[src/rtl/op_fetch_pkg.sv]
// Shared types and constants for the opcode fetch sequencer.
// OP_W is the opcode width; state_t is the sequencer FSM encoding.
package op_fetch_pkg;

  localparam int OP_W = 3;

  localparam logic [OP_W-1:0] OP_RESET = 3'b000;

  typedef enum logic [2:0] {
    IDLE,
    FETCH,
    ISSUE,
    WAIT_STEP,
    HALT
  } state_t;

endpackage

[src/rtl/op_prog_mem.sv]
// Program memory: DEPTH x OP_W, one write port, one registered read port.
// Ports: clk, we/wa/wd write port, re/ra read port, rd registered data.
module op_prog_mem
  import op_fetch_pkg::*;
#(
  parameter  int DEPTH = 16,
  localparam int AW    = $clog2(DEPTH)
) (
  input  logic            clk,
  input  logic            we,
  input  logic [AW-1:0]   wa,
  input  logic [OP_W-1:0] wd,
  input  logic            re,
  input  logic [AW-1:0]   ra,
  output logic [OP_W-1:0] rd
);

  logic [OP_W-1:0] mem [DEPTH];

  always_ff @(posedge clk) begin
    if (we)
      mem[wa] <= wd;
    if (re)
      rd <= mem[ra];
  end

endmodule

[src/rtl/op_fetch.sv]
// Opcode fetch sequencer feeding the opcode decoder over valid/ready.
// Ports: sys_clk, sys_rst_n (async low), wr_en/wr_addr/wr_data program
// write, end_addr, start, step_mode, step, opcode/op_valid/op_ready,
// pc, busy, done. Macro OP_FETCH_LOOP_EN: wrap at end_addr, never done.
module op_fetch
  import op_fetch_pkg::*;
#(
  parameter  int DEPTH = 16,
  localparam int AW    = $clog2(DEPTH)
) (
  input  logic            sys_clk,
  input  logic            sys_rst_n,
  input  logic            wr_en,
  input  logic [AW-1:0]   wr_addr,
  input  logic [OP_W-1:0] wr_data,
  input  logic [AW-1:0]   end_addr,
  input  logic            start,
  input  logic            step_mode,
  input  logic            step,
  output logic [OP_W-1:0] opcode,
  output logic            op_valid,
  input  logic            op_ready,
  output logic [AW-1:0]   pc,
  output logic            busy,
  output logic            done
);

  state_t          state;
  logic [AW-1:0]   end_q;
  logic [OP_W-1:0] rd_data;
  logic            idle_like;
  logic            mem_we;
  logic            mem_re;

  assign idle_like = (state == IDLE) || (state == HALT);
  assign mem_we    = wr_en && idle_like;
  assign mem_re    = (state == FETCH);

  // Read data is held between fetches, so gating by op_valid gives a
  // stable opcode during stalls and a defined value otherwise.
  assign opcode = op_valid ? rd_data : OP_RESET;

  op_prog_mem #(
    .DEPTH(DEPTH)
  ) u_mem (
    .clk(sys_clk),
    .we (mem_we),
    .wa (wr_addr),
    .wd (wr_data),
    .re (mem_re),
    .ra (pc),
    .rd (rd_data)
  );

  always_ff @(posedge sys_clk or negedge sys_rst_n) begin
    if (!sys_rst_n) begin
      state    <= IDLE;
      pc       <= '0;
      end_q    <= '0;
      op_valid <= 1'b0;
      busy     <= 1'b0;
      done     <= 1'b0;
    end else begin
      unique case (state)
        IDLE, HALT: begin
          if (start) begin
            pc    <= '0;
            end_q <= end_addr;
            done  <= 1'b0;
            busy  <= 1'b1;
            state <= FETCH;
          end
        end
        FETCH: begin
          op_valid <= 1'b1;
          state    <= ISSUE;
        end
        ISSUE: begin
          if (op_ready) begin
            op_valid <= 1'b0;
            if (pc == end_q) begin
`ifdef OP_FETCH_LOOP_EN
              pc    <= '0;
              state <= step_mode ? WAIT_STEP : FETCH;
`else
              done  <= 1'b1;
              busy  <= 1'b0;
              state <= HALT;
`endif
            end else begin
              pc    <= pc + AW'(1);
              state <= step_mode ? WAIT_STEP : FETCH;
            end
          end
        end
        WAIT_STEP: begin
          if (step)
            state <= FETCH;
        end
        default: begin
          op_valid <= 1'b0;
          busy     <= 1'b0;
          state    <= IDLE;
        end
      endcase
    end
  end

endmodule
[config.mk]
export PLATFORM = sky130hd
export DESIGN_NAME = op_fetch
export DESIGN_NICKNAME = d
export VERILOG_FILES = /design/src/rtl/op_fetch_pkg.sv /design/src/rtl/op_prog_mem.sv /design/src/rtl/op_fetch.sv
export SDC_FILE = /design/constraint.sdc
export NUM_CORES = 1
export LEC_CHECK = 0
export BUFFER_PORTS_ARGS = -buffer_cell sky130_fd_sc_hd__buf_2
export CAP_MARGIN = 40
export CORE_MARGIN = 8
export CORE_UTILIZATION = 55
export DETAILED_ROUTE_END_ITERATION = 7
export GPL_TIMING_DRIVEN = 0
export PLACE_DENSITY_LB_ADDON = 0.12
export SYNTH_ARGS = -nofsm -noshare
export SYNTH_HDL_FRONTEND = slang
export SYNTH_SLANG_ARGS = --single-unit
[constraint.sdc]
create_clock -name sys_clk -period 2.8 [get_ports sys_clk]
set_clock_uncertainty 0.15 [all_clocks]
set_input_delay 0.84 -clock sys_clk [delete_from_list [all_inputs] [get_ports sys_clk]]
set_output_delay 0.84 -clock sys_clk [all_outputs]
set_load 0.01 [all_outputs]
==> out/qor.yml <==
outcome:
  status: "finished, final reports clean"
route:
  routed_via_density: 5.56
  detail-route-antenna-nets: 0
  first_pass_iters: 5
  drt-total-wl_um: 5160
  drc: 0
  wl_per_cell_um: 17.5
  drtIter0Drc: 88
  num_vias: 1634
job:
  drv_cap: 0
clock_network:
  holdBufCountCts: 0
  post_cts_buffers: 0
  clk_latency_ps: 330
  cts_root_buf: "clkbuf_8"
  cts_max_path_buffers: 2
  cts_max_level: 3
  clock-sinks: 65
  ctsResizeCount: 0
  tritoncts: "done"
  cts_buffers: 9
  clkSlewWorstSetupHoldPaths_ps: 70
grt:
  grt.overflow.total: 0
  grt_max_degree: 17
  antenna_found_initial: 0
  track_usage_pct: 15.0
  grt_pass1_vias: 1695
  grt_pass1_wl_um: 8460
final_layout:
  synthToLayoutAreaGrowth_pct: 14.8
  num-fill-cells: 374
  drive_gt1_share_pct: 28.1
  final_cells: 294
  antenna_cells: 0
  nets: 238
critical_path:
  cp-start-kind: "flop"
  arrival_ps: 2280
  crit_fanout: 9
  critPathRequiredTime_ps: 2620
  criticalPathCategory: "reg2reg"
  r2r.worst_path.cells: 5
  end_kind: "flop"
power:
  power.density_mw_per_mm2: 898
  swShare_pct: 30.3
  p_comb_share_pct: 30.4
  worst_ir_drop_vdd_uv: 418
  power_frac_clock_pct: 26.3
  total_power_uw: 2860
  switchingPower_uw: 865
  internal_power_uw: 1990
  p_leak_uw: 0.00115
  p_seq_share_pct: 43.3
synthesis:
  ys_top_cells_by_area: "edfxtp_1 55%, dfrtp_1 13%, mux4_2 9.8%, nand3_1 2.7%, nor2_1 2.0%"
  synth_nets: 200
  synth_top_area_cell: "edfxtp_1"
  synthArstFlopShare_pct: 21.5
  synth_edf_count: 51
  synth_common_cells: "51 x edfxtp_1, 15 x nand3_1, 15 x nor2_1"
  synthFlopType: "edfxtp_1"
  avgSynthCellArea_um2: 15.3
  yosysSeqAreaShare_pct: 67.9
  synth_top_area_share_pct: 55.3
  synthDistinctLibCells: 34
  yosysMostFrequentCell: "edfxtp_1"
  syn_area_mm2: 0.00277
  syn_inst: 181
  yosysWarnings: 0
  yosys_register_bits: 65
sta:
  finalSetupViolCount: 0
  fmax_ghz: 0.407
  fin_crit_sh_pct: 87.7
  slew_viol_final: 0
  tightest_slew_ps: 757
  setup_ws_ps: 346
  final_hold_viol_count: 0
  setup_tns_ps: 0
  relSlewSlack_pct: 48.8
  period_minus_slack_ps: 2450
  rsz0062_at_grt: "no"
  hold_ws_ps: 241
placement:
  dpl_worst_slack_ps: 266
  numPlacedInstances: 278
  io_buffers: 27
  gp_congestion: 0.890
  dp_hpwl_um: 3830
floorplanning:
  io_pins: 28
  initial_core_util_pct: 55.7
  die_x_um: 87.0
  rows: 26
  die_y_um: 87.0
  dieArea_mm2: 0.00757
  core_area_mm2: 0.00498
min_path:
  min-delay-path-class: "in2async"
## metal layers
metal	up-vias	GRT usage (%)	part of all wire, %	routed length [um]
met4	0	7.82	2.3	119
li1	767	-	-	-
met3	12	3.87	5.8	298
met1	810	18.1	43	2210
met2	45	24.3	49	2530
met5	-	0	0	0
## cell families after synthesis
logic type / synth area share, %
AND/OR/NAND/NOR: 12.2
flip-flops: 67.9
multiplexers: 12.1
AO/OA/AOI/OAI: 3.39
buffers and inverters: 2.66
XOR/XNOR: 1.26
adder cells (fa/ha/maj): 0.451
## worst max-delay path: stages, from the launching register on
cell and delay [ps]:
dfrtp_1 360, clkbuf_1 190, nor2_1 480, nand2_1 90
or3_1 380, nor3_1 440
## flip-flops by register name, indices dropped and copies added, names as in the netlist
register,flops
done,1
op_valid,1
pc,4
u_mem.rd,3
busy,1
u_mem.mem,48
end_q,4
state,3
## power by group through the flow
stage          Combinational, uW  Sequential, uW  Clock (uW)
6_report                     867            1240         751
5_1_grt                      965            1250         803
4_1_cts                      876            1240         760
3_5_place_dp                 872            1260           0
3_3_place_gp                 857            1250           0
2_1_floorplan                635            1270           0
## cells in the final DEF (no fill, tap or decap), drive strengths merged, types with 2 or more instances in the layout
cell | synthesis | final
clkbuf | 5 | 16
and2 | 3 | 3
edfxtp | 51 | 51
a22oi | 3 | 3
a21oi | 2 | 2
nand2b | 4 | 4
clkinv | 0 | 3
nand2 | 11 | 11
nor2 | 15 | 15
mux4 | 12 | 12
xor2 | 4 | 4
or3 | 4 | 4
nand4b | 2 | 2
o21ai | 4 | 4
nor3 | 5 | 5
nor2b | 2 | 2
mux2 | 4 | 4
dfrtp | 14 | 14
mux2i | 2 | 2
nand3 | 15 | 15
buf | 5 | 32
inv | 3 | 3
## final cells by class
cell class / instances / area, um2 / share of cell area (%)
Sequential cell: 65 / 1880 / 59.1
Clock buffer: 11 / 131 / 4.13
Buffer: 10 / 62.6 / 1.97
Timing Repair Buffer: 27 / 135 / 4.25
Clock inverter: 5 / 56.3 / 1.77
Inverter: 3 / 11.3 / 0.354
Tap cell: 70 / 87.6 / 2.75
Multi-Input combinational cell: 103 / 816 / 25.6
## path summary, 6_finish.rpt
path,slack [ps],endpoint,from
max,350,u_mem.mem[0][2]$_DFFE_PP_,state[1]$_DFFE_PN0P_
min,240,pc[2]$_DFFE_PN0P_,sys_rst_n
max reg2reg,350,u_mem.mem[0][2]$_DFFE_PP_,state[1]$_DFFE_PN0P_
min reg2reg,330,done$_DFFE_PN0P_,done$_DFFE_PN0P_
max in group asynchronous,2020,state[2]$_DFFE_PN0P_,sys_rst_n
min in group sys_clk,330,done$_DFFE_PN0P_,done$_DFFE_PN0P_
## through the flow
step	area, um2	util (%)
floorplan	2770	-
global placement	2990	60.2
detailed placement	2990	60.2
CTS	3180	63.9
global route	3180	63.9
finish	3180	63.9
Note: power is estimated with default switching activity, not from simulation.
